**config.mk**
```make
export PLATFORM = sky130hd
export DESIGN_NAME = map_ss_seq
export DESIGN_NICKNAME = d
export VERILOG_FILES = /design/src/rtl/map_ss_seq_pkg.sv /design/src/rtl/map_ss_seq.sv
export SDC_FILE = /design/constraint.sdc
export NUM_CORES = 1
export LEC_CHECK = 0
export CAP_MARGIN = 20
export CORE_UTILIZATION = 44
export CTS_BUF_LIST = sky130_fd_sc_hd__clkbuf_16
export CTS_CLUSTER_SIZE = 10
export DETAILED_ROUTE_END_ITERATION = 8
export PLACE_DENSITY = 0.85
export SYNTH_ARGS = -nofsm -noshare
export SYNTH_HDL_FRONTEND = slang
export SYNTH_SLANG_ARGS = --single-unit
```
**constraint.sdc**
```tcl
create_clock -name clk -period 2.15 [get_ports clk]
set_input_delay 0.645 -clock clk [delete_from_list [all_inputs] [get_ports clk]]
set_output_delay 0.645 -clock clk [all_outputs]
set_load 0.005 [all_outputs]
```
**src/rtl/map_ss_seq_pkg.sv**
```systemverilog
// Shared definitions for the mapper save-state sequencer: FSM state encoding
// and the ss_addr that returns the mapper index.
package map_ss_seq_pkg;

    typedef logic [2:0] state_t;

    localparam state_t ST_IDLE   = 3'd0;
    localparam state_t ST_D_ADDR = 3'd1;
    localparam state_t ST_D_SEND = 3'd2;
    localparam state_t ST_R_HDR  = 3'd3;
    localparam state_t ST_R_DATA = 3'd4;
    localparam state_t ST_R_WR   = 3'd5;
    localparam state_t ST_FIN    = 3'd6;

    localparam int SS_IDX_ADDR = 127;

endpackage

```
**src/rtl/map_ss_seq.sv**
```systemverilog
// Save-state sequencer: dumps a mapper's index and registers as a byte stream,
// or restores them from a stream after checking the header against the loaded mapper.
module map_ss_seq
    import map_ss_seq_pkg::*;
#(
    parameter int REG_CNT  = 3,
    parameter int IDX_ADDR = SS_IDX_ADDR
) (
    input  logic       clk,
    input  logic       map_rst,
    input  logic       cmd_dump,
    input  logic       cmd_rest,
    input  logic [7:0] map_idx_exp,
    output logic       ss_act,
    output logic [7:0] ss_addr,
    output logic       ss_we,
    output logic [7:0] ss_wdat,
    input  logic [7:0] ss_rdat,
    output logic [7:0] st_dat,
    output logic       st_vld,
    input  logic       st_rdy,
    input  logic [7:0] ld_dat,
    input  logic       ld_vld,
    output logic       ld_rdy,
    output logic       busy,
    output logic       done,
    output logic       err
);

    localparam logic [7:0] LAST_PTR = 8'(REG_CNT - 1);
    localparam logic [7:0] IDX_PTR  = 8'(IDX_ADDR);

    state_t     state, state_nxt;
    logic [7:0] ptr, ptr_nxt;
    logic       cmd_acc;
    logic       hdr_bad;

    assign cmd_acc = (state == ST_IDLE) && (cmd_dump || cmd_rest);
    assign hdr_bad = (state == ST_R_HDR) && ld_vld && (ld_dat != map_idx_exp);

    // NOTE: every variable gets a default before the case so no path leaves it unassigned (no latches).
    always_comb begin
        state_nxt = state;
        ptr_nxt   = ptr;
        case (state)
            ST_IDLE: begin
                if (cmd_dump) begin
                    state_nxt = ST_D_ADDR;
                    ptr_nxt   = IDX_PTR;
                end else if (cmd_rest) begin
                    state_nxt = ST_R_HDR;
                end
            end
            ST_D_ADDR: state_nxt = ST_D_SEND;
            ST_D_SEND: begin
                if (st_rdy) begin
                    // The header byte is sent first, then registers 0..REG_CNT-1.
                    if (ptr == IDX_PTR) begin
                        ptr_nxt   = 8'd0;
                        state_nxt = ST_D_ADDR;
                    end else if (ptr == LAST_PTR) begin
                        state_nxt = ST_FIN;
                    end else begin
                        ptr_nxt   = ptr + 8'd1;
                        state_nxt = ST_D_ADDR;
                    end
                end
            end
            ST_R_HDR: begin
                if (ld_vld) begin
                    if (ld_dat == map_idx_exp) begin
                        ptr_nxt   = 8'd0;
                        state_nxt = ST_R_DATA;
                    end else begin
                        state_nxt = ST_FIN;
                    end
                end
            end
            ST_R_DATA: if (ld_vld) state_nxt = ST_R_WR;
            ST_R_WR: begin
                if (ptr == LAST_PTR) begin
                    state_nxt = ST_FIN;
                end else begin
                    ptr_nxt   = ptr + 8'd1;
                    state_nxt = ST_R_DATA;
                end
            end
            ST_FIN:  state_nxt = ST_IDLE;
            default: state_nxt = ST_IDLE;
        endcase
    end

    // NOTE: sequential state uses non-blocking assignments so all registers update together at the edge.
    always_ff @(posedge clk) begin
        if (map_rst) begin
            state   <= ST_IDLE;
            ptr     <= 8'd0;
            st_dat  <= 8'd0;
            ss_wdat <= 8'd0;
            err     <= 1'b0;
        end else begin
            state <= state_nxt;
            ptr   <= ptr_nxt;
            if (state == ST_D_ADDR)
                st_dat <= ss_rdat;
            if (state == ST_R_DATA && ld_vld)
                ss_wdat <= ld_dat;
            if (cmd_acc)
                err <= 1'b0;
            else if (hdr_bad)
                err <= 1'b1;
        end
    end

    assign busy    = (state != ST_IDLE);
    assign ss_act  = busy;
    assign ss_addr = ptr;
    assign ss_we   = (state == ST_R_WR);
    assign st_vld  = (state == ST_D_SEND);
    assign ld_rdy  = (state == ST_R_HDR) || (state == ST_R_DATA);
    assign done    = (state == ST_FIN);

endmodule

```
==> impl_metrics.tcl, run 1 <==
set metrics [dict create \
    die_y_um 62.8 \
    clk_latency_ps 260 \
    multi_input_area_um2 1010 \
    ys_async_sr_fraction_pct 0 \
    finalNonFillerCells 320 \
    hold_violations 0 \
    hp-class "register to register" \
    maxCapViolations 0 \
    io_buffer_count 60 \
    synth_nets 227 \
    endpoint "ss_addr[6]" \
    period_minus_slack_ps 2050 \
    ys_warn_count 0 \
    synth_edf_count 0 \
    final.setup.tns_ps 0 \
    viasPerCell 5.82 \
    netlist-cell-type-count 50 \
    ios 61 \
    area_delta_synth_final_pct 57.5 \
    wl_met3_um 409 \
    synthCells 195 \
    grt_max_degree 17 \
    cp_slowest_stage_delay_ps 500 \
    drt-met1-wl_um 2060 \
    syn_area_um2 1630 \
    htreeDepth 1 \
    synth_top_cell_by_area "dfxtp_1" \
    die_area_um2 3940 \
    clock_sinks 28 \
    ir_worst_vdd_uv 591 \
    core-area_um2 3440 \
    drt_wl_total_um 5140 \
    worst_pin_slew_ps 342 \
    drv_slew 0 \
    drive_above_1_share_pct 18.2 \
    nNetsFinal 307 \
    overflow 0 \
    synth.top_cell.area_share_pct 34.5 \
    cts_tree "built" \
    crit_path_start "ld_dat[2]" \
    status "completed" \
    cts_buffer_depth 2 \
    clockRootBuffer "clkbuf_16" \
    cp_max_fo 9 \
    cp_cell_sequence "clkdlybuf4s50_1 > xnor2_1 > nand4_1 > o21ba_1 > nor4_1 > a211oi_1" \
    endpoint_kind "register" \
    slew-limit-headroom_pct 76.6 \
    num_rows 21 \
    antenna_found_initial 0 \
    whs_ps 457 \
    min_period_over_period_pct 95.5 \
    wl_met2_um 2500 \
    diodes 0 \
    cp_data_required_time_ps 2290 \
    initial_core_util_pct 47.3 \
    grt_pass1_wl_um 8240 \
    setup_viol 0 \
    cp.arrival_ps 2190 \
    dr_total_vias 1861 \
    die_width_um 62.8 \
    grt.total_usage_pct 26.4 \
    dp.cells 314 \
    ant_nets 0 \
    cp_slowest_cell "clkdlybuf4s50_1" \
    synthTopCellsByArea "dfxtp_1, mux2i_1, nand2_1" \
    ys.flop_type "dfxtp_1" \
    dp_hpwl_um 3430 \
    synth-seq-cells 28 \
    crit_type "input port to register" \
    r2r_start "ss_addr[1]" \
    clk_pin_slew_ps 70 \
    drc 0 \
    r2r_setup_slack_ps 260 \
    synth_sequential_area_ratio_pct 34.5 \
    p_leak_nw 0.963 \
    r2r-end "ss_addr[6]" \
    synth_area_per_cell_um2 8.34 \
    power_density_nw_per_um2 1190 \
    wl_per_cell_um 16.1 \
    cts_inserted_buffers 3 \
    drtIter0Drc 198 \
    hold_buffers 0 \
    total_power_mw 3.04 \
    routed.top_layer "met4" \
    grt_pass1_vias 1806 \
    timing.fmax_mhz 487 \
    ff2ff_path_depth 6 \
    startpoint_type "input port" \
    final-seq-area_um2 569 \
    place_congestion 0.902 \
    first_pass_iters 8 \
    n_fill_cell 245 \
    clock_skew_ps 3.93 \
]
[area by class of cell]
class,instances,share of cell area [%]
Multi-Input combinational cell,150,39.6
Clock inverter,1,1.17
Sequential cell,28,22.2
Clock buffer,3,2.93
Inverter,6,0.879
Timing Repair Buffer,86,30.9
Tap cell,46,2.25
[where the power goes]
part           switching [mW]  total (mW)  leakage, nW  internal (mW)
Sequential              0.204       0.868        0.230          0.665
Clock                   0.185       0.556       0.0511          0.371
Combinational           0.749        1.62        0.681          0.869
[stage by stage]
step           worst slack (ps)  instance area [µm²]  util [%]
4_1_cts                    6.38                 2550      74.1
3_3_place_gp              -66.9                 2410      70.0
2_1_floorplan               386                 1630         -
5_1_grt                   -5.22                 2560      74.4
3_5_place_dp               -154                 2410      70.0
6_report                   97.7                 2560      74.4
[cells by family (layout without fill, tap and decap cells)]
kind of cell             Yosys count  after routing  share of synthesized area (%)
multiplexers                       9              9                           5.54
flip-flops                        28             28                           34.5
AND/OR/NAND/NOR                   78             78                           26.2
buffers and inverters             17             96                           4.69
AO/OA/AOI/OAI                     53             53                           23.3
adder cells (fa/ha/maj)            2              2                           1.54
XOR/XNOR                           8              8                           4.31
[worst max-delay path, delay by kind of cell]
family / cells / cell delay [ps]
simple gates: 2 / 500
xor+xnor: 1 / 140
compound gates: 2 / 410
buf+inv: 1 / 500
[synthesized netlist by cell type (2+ instances only)]
library cell and number:
nor3b_1 3, ha_1 2, nand3b_1 2, nor3_1 7, nand3_1 7, inv_1 5
dfxtp_1 28, o22ai_1 2, and3_1 2, mux2i_1 9, nand4_1 3, a31oi_1 4
nand2_1 24, nor2_1 13, a21oi_1 17, buf_2 7, o21ai_0 8, nand2b_1 4
o2111ai_1 3, nor4_1 2, clkbuf_1 3, a211oi_1 4, o21bai_1 2, xnor2_1 8
[layer usage]
layer,track usage (%),vias to the layer above
met3,6.75,26
met1,31.4,841
met5,0,-
li1,-,875
met2,43.8,119
met4,13.1,0
[worst min-delay path by stage]
stage | from | endpoint | depth (start not counted)
floorplan | ss_wdat[0] | ss_wdat[0] | 2
global placement | ss_wdat[4] | ss_wdat[4] | 2
detailed placement | ss_wdat[3] | ss_wdat[3] | 2
CTS | ss_wdat[3] | ss_wdat[3] | 2
global route | ss_wdat[2] | ss_wdat[2] | 2
finish | ss_wdat[2] | ss_wdat[2] | 2
[timing repair]
item	4_1_cts	5_1_grt
setup buffers	2	0
endpoints found under the setup margin	6	1
resized for setup	13	3
[sequential cells by signal (all words and copies together), names as in the netlist]
signal   cells
err          1
ss_addr      8
ss_wdat      8
st_dat       8
state        3
[layout by cell type (no fill, tap or decap), drive strengths merged, types with 3 or more instances in the layout]
cell / n
a211oi: 5
a21oi: 18
a31oi: 4
buf: 26
clkbuf: 3
clkdlybuf4s50: 54
dfxtp: 28
dlygate4sd2: 5
inv: 6
mux2i: 9
nand2: 24
nand2b: 4
nand3: 7
nand3b: 3
nand4: 4
nor2: 13
nor3: 7
nor3b: 4
o2111ai: 3
o21ai: 9
xnor2: 8
Power figures use the tool's default switching activity.
==> inputs of run 2 (changes only) <==
--- a/config.mk
+++ b/config.mk
@@ -11,6 +11,8 @@
 export CTS_CLUSTER_SIZE = 10
 export DETAILED_ROUTE_END_ITERATION = 8
 export PLACE_DENSITY = 0.85
+export RECOVER_POWER = 25
+export REMOVE_ABC_BUFFERS = 1
 export SYNTH_ARGS = -nofsm -noshare
 export SYNTH_HDL_FRONTEND = slang
 export SYNTH_SLANG_ARGS = --single-unit
==> run 2 against run 1 <==
Clock-buffer cell count stayed put. Critical path type is now register to output port. Worst setup slack got worse by 38 ps. First-iteration DRC count is 47% lower. Sequential share of layout area increased by 0.41 points. Hold slack lost 6.9 ps. Fmax decreased by 1.8%. Cell count down 0.63%. Critical endpoint is now ss_we. Global-route usage is 1.5 points lower. Register-to-register slack worse by 40 ps. Largest power group unchanged. Routed wire length is 8.7% lower. Final area fell by 1.4%. Non-clock buffer count fell by 2.
==> impl_metrics.tcl, run 2 (synthesized netlist as in run 1, its figures left out) <==
set metrics [dict create \
    status "completed" \
    cp_max_fo 7 \
    worst_pin_slew_ps 561 \
    cp_cell_sequence "buf_6 > nand3b_2 > inv_2 > clkdlybuf4s50_1" \
    final.setup.tns_ps 0 \
    clock_sinks 28 \
    ios 61 \
    drc 0 \
    antenna_found_initial 0 \
    die_area_um2 3940 \
    first_pass_iters 4 \
    hold_violations 0 \
    crit_type "register to output port" \
    slew-limit-headroom_pct 62.6 \
    overflow 0 \
    dp.cells 312 \
    ant_nets 0 \
    grt_pass1_wl_um 7820 \
    wl_per_cell_um 14.8 \
    area_delta_synth_final_pct 55.3 \
    clock_skew_ps 5.92 \
    ir_worst_vdd_uv 779 \
    place_congestion 0.885 \
    period_minus_slack_ps 2090 \
    hold_buffers 0 \
    nNetsFinal 305 \
    startpoint_type "register" \
    min_period_over_period_pct 97.2 \
    clockRootBuffer "clkbuf_16" \
    finalNonFillerCells 318 \
    viasPerCell 5.55 \
    cp.arrival_ps 1450 \
    clk_pin_slew_ps 70 \
    n_fill_cell 271 \
    htreeDepth 1 \
    grt_max_degree 31 \
    cp_data_required_time_ps 1500 \
    num_rows 21 \
    core-area_um2 3440 \
    setup_viol 0 \
    clk_latency_ps 260 \
    layout_commonest_cell "clkdlybuf4s50_1" \
    maxCapViolations 0 \
    grt.total_usage_pct 24.9 \
    die_y_um 62.8 \
    cp_slowest_stage_delay_ps 490 \
    cp_slowest_cell "clkdlybuf4s50_1" \
    rsz0062_at_grt "no" \
    final_cell_mix "clkdlybuf4s50_1, dfxtp_1, nand2_1, buf_4, a21oi_1" \
    cts_buffer_depth 2 \
    drt_wl_total_um 4690 \
    power_density_nw_per_um2 1120 \
    io_buffer_count 60 \
    drv_slew 0 \
    drtIter0Drc 105 \
    initial_core_util_pct 47.3 \
    endpoint_kind "output port" \
    whs_ps 450 \
    hp-class "register to register" \
    cts_tree "built" \
    diodes 0 \
    drive_above_1_share_pct 16.2 \
    p_leak_nw 0.940 \
    dp_hpwl_um 3420 \
    dr_total_vias 1765 \
    grt_pass1_vias 1665 \
    die_width_um 62.8 \
    timing.fmax_mhz 478 \
    cts_inserted_buffers 3 \
]
run 2: cell count changes in the layout (fill, tap and decap cells not counted), sizes merged:
cell	change
clkinv	+1
buf	-5
clkdlybuf4s50	-1
dlymetal6s2s	+1
dlygate4sd3	+4
bufinv	-1
clkbuf	+3
dlygate4sd2	-4
run 2: per-layer routing:
layer	up-vias	global-route usage, %	part of all wire [%]
li1	863	-	-
met1	813	31.5	42
met2	78	41.2	49
met3	11	5.29	7.7
met4	0	9.30	2.0
met5	-	0	0
run 2: final timing paths:
check / start / end / slack, ps / cells past startpoint
max: state[2] / ss_we / 60 / 4
min: ss_wdat[7] / ss_wdat[7] / 450 / 2
max reg2reg: state[0] / st_dat[0] / 220 / 5
min reg2reg: ss_wdat[7] / ss_wdat[7] / 450 / 2
run 2: power by group:
| part | internal [mW] | total (mW) | leakage [nW] | switching (mW) |
|---|---|---|---|---|
| Combinational | 0.832 | 1.51 | 0.670 | 0.674 |
| Sequential | 0.669 | 0.897 | 0.231 | 0.227 |
| Clock | 0.249 | 0.415 | 0.0385 | 0.166 |
run 2: timing repair:
item / 4_1_cts / 5_1_grt
gates cloned: 0 / 0
buffers inserted: 0 / 2
gates resized for setup: 6 / 8
endpoints found under the setup margin: 6 / 4
run 2: area by class of cell:
cell class                 count  area [µm²]  share of cell area, %
multi-input combinational    150        1010                   39.8
timing repair buffer          84         790                   31.3
sequential                    28         572                   22.6
clock buffer                   3        75.1                   2.97
tap                           46        57.6                   2.28
inverter                       6        22.5                  0.892
clock inverter                 1        3.75                  0.149
run 2: stage by stage:
stage                     cell area [µm²]  setup WS (ps)  total power, mW  utilization [%]
final                                2530           59.7             2.82             73.4
after global routing                 2530           1.32             3.01             73.4
after CTS                            2500           5.02             2.80             72.6
after detailed placement             2410           -109             2.35             70.0
after global placement               2410          -68.5             2.33             70.0
after floorplan                      1570           90.7             1.59                -
run 2: critical path, delay by kind of cell, from the launching register on:
family / cells / cell delay, ps
flip-flops: 1 / 410
buffers and inverters: 3 / 690
AND/OR/NAND/NOR: 1 / 90
==> inputs of run 3 (changes only) <==
--- a/config.mk
+++ b/config.mk
@@ -12,7 +12,6 @@
 export DETAILED_ROUTE_END_ITERATION = 8
 export PLACE_DENSITY = 0.85
 export RECOVER_POWER = 25
-export REMOVE_ABC_BUFFERS = 1
 export SYNTH_ARGS = -nofsm -noshare
 export SYNTH_HDL_FRONTEND = slang
 export SYNTH_SLANG_ARGS = --single-unit
==> run 3 against run 2 <==
Global-route usage grew 1.5 points. Routed wire length up 9.9%. Critical path depth is 2 higher. Die area did not move. Critical path type is now input port to register. Clock skew down 2.1 ps. Cell count is 0.63% higher. Clock power grew 34%. Sequential share of layout area fell by 0.37 points. Non-clock buffer count rose by 2. Final area increased by 1.2%. Clock-buffer cell count is the same. First-iteration DRC count is 89% higher. Highest routed layer unchanged.
==> impl_metrics.tcl, run 3 (synthesized netlist as in run 1, its figures left out) <==
set metrics [dict create \
    maxCapViolations 0 \
    cp_data_required_time_ps 2290 \
    clock_sinks 28 \
    clk_latency_ps 260 \
    multi_input_area_um2 1010 \
    first_pass_iters 8 \
    layout_commonest_cell "clkdlybuf4s50_1" \
    ios 61 \
    worst_pin_slew_ps 577 \
    clock_skew_ps 3.84 \
    status "completed" \
    clk_pin_slew_ps 70 \
    met3_usage_pct 6.75 \
    cts_inserted_buffers 3 \
    startpoint_type "input port" \
    num_rows 21 \
    initial_core_util_pct 47.3 \
    critical_path_buf_inv_count 1 \
    cp_slowest_cell "clkdlybuf4s50_1" \
    grt_pass1_wl_um 8240 \
    setup_viol 0 \
    die_y_um 62.8 \
    hold_buffers 0 \
    ant_nets 0 \
    dp.cells 314 \
    endpoint_kind "register" \
    cts_tree "built" \
    dr_total_vias 1847 \
    hold_violations 0 \
    grt.busiest_layer "met2" \
    grt.total_usage_pct 26.4 \
    cp_max_fo 9 \
    clockRootBuffer "clkbuf_16" \
    nNetsFinal 307 \
    total_power_mw 3.04 \
    cts_buffer_depth 2 \
    hp-class "register to register" \
    antenna_found_initial 0 \
    worst-path-stages 6 \
    period_minus_slack_ps 2060 \
    crit_type "input port to register" \
    cp_slowest_stage_delay_ps 500 \
    final_cell_mix "clkdlybuf4s50_1, dfxtp_1, buf_4, nand2_1, a21oi_1" \
    drv_slew 0 \
    area_delta_synth_final_pct 57.2 \
    drive_above_1_share_pct 17.9 \
    drt_wl_total_um 5160 \
    grt_pass1_vias 1806 \
    die_width_um 62.8 \
    core-area_um2 3440 \
    grt_max_degree 17 \
    cp_cell_sequence "clkdlybuf4s50_1 > xnor2_1 > nand4_1 > o21ba_1 > nor4_1 > a211oi_1" \
    final-seq-area_um2 569 \
    finalNonFillerCells 320 \
    use_met1_pct 31.4 \
    final.setup.tns_ps 0 \
    htreeDepth 1 \
    min_period_over_period_pct 95.7 \
    hold_depth 2 \
    p_leak_nw 0.969 \
    path_delay_family "buffers and inverters" \
    ir_worst_vdd_uv 590 \
    place_congestion 0.902 \
    diodes 0 \
    n_fill_cell 247 \
    wl_per_cell_um 16.1 \
    io_buffer_count 60 \
    slew-limit-headroom_pct 61.6 \
    grtUsageMet2_pct 43.8 \
    drtIter0Drc 198 \
    ff2ff_path_depth 6 \
    power_density_nw_per_um2 1190 \
    overflow 0 \
    viasPerCell 5.77 \
    die_area_um2 3940 \
    timing.fmax_mhz 486 \
    dp_hpwl_um 3430 \
    cp.arrival_ps 2200 \
    drc 0 \
]
-- run 3: changes by cell type in the layout (fill, tap and decap cells not counted), moves of 2 or more --
| cell | change |
|---|---|
| buf_4 | +6 |
| dlygate4sd2_1 | +4 |
| clkdlybuf4s50_1 | -3 |
| clkbuf_1 | -2 |
-- run 3: stage by stage --
step	setup slack (ps)	utilization [%]	hold WS, ps	cell area (µm²)
2_1_floorplan	386	-	453	1630
3_3_place_gp	-66.9	70.0	441	2410
3_5_place_dp	-154	70.0	446	2410
4_1_cts	6.38	74.1	456	2550
5_1_grt	-5.22	74.3	470	2560
6_report	92.8	74.3	454	2560
-- run 3: tightest hold or removal path: cells and delay by family, from the launching register on --
family,cells,cell delay (ps)
AND/OR/NAND/NOR,1,50
flip-flops,1,310
AO/OA/AOI/OAI,1,50
-- run 3: routing by layer --
metal,part of all wire [%],up-vias,routed length [µm]
li1,-,874,-
met1,41,830,2090
met2,48,121,2500
met3,7.9,22,405
met4,3.1,0,158
met5,0,-,0
-- run 3: final timing paths --
path	start	endpoint	slack (ps)
max	ld_dat[2]	ss_addr[6]	90
min	ss_wdat[2]	ss_wdat[2]	450
max reg2reg	ss_addr[1]	ss_addr[6]	240
min reg2reg	ss_wdat[2]	ss_wdat[2]	450
-- run 3: layout make-up --
class / count / share of cell area (%)
multi-input cells: 150 / 39.7
well taps: 46 / 2.25
flip-flops and latches: 28 / 22.3
clock buffers: 3 / 2.94
clock inverters: 1 / 1.17
repair buffers: 86 / 30.8
inverters: 6 / 0.881
-- run 3: power breakdown --
part | internal [mW] | leakage, nW | total, mW | switching (mW)
clock | 0.371 | 0.0511 | 0.556 | 0.185
sequential | 0.665 | 0.230 | 0.868 | 0.204
combinational | 0.866 | 0.688 | 1.62 | 0.751
-- run 3: repair_timing --
action	CTS	global route
buffers inserted	2	0
setup endpoints to repair	6	1
pin swaps	0	0
resized for setup	13	3
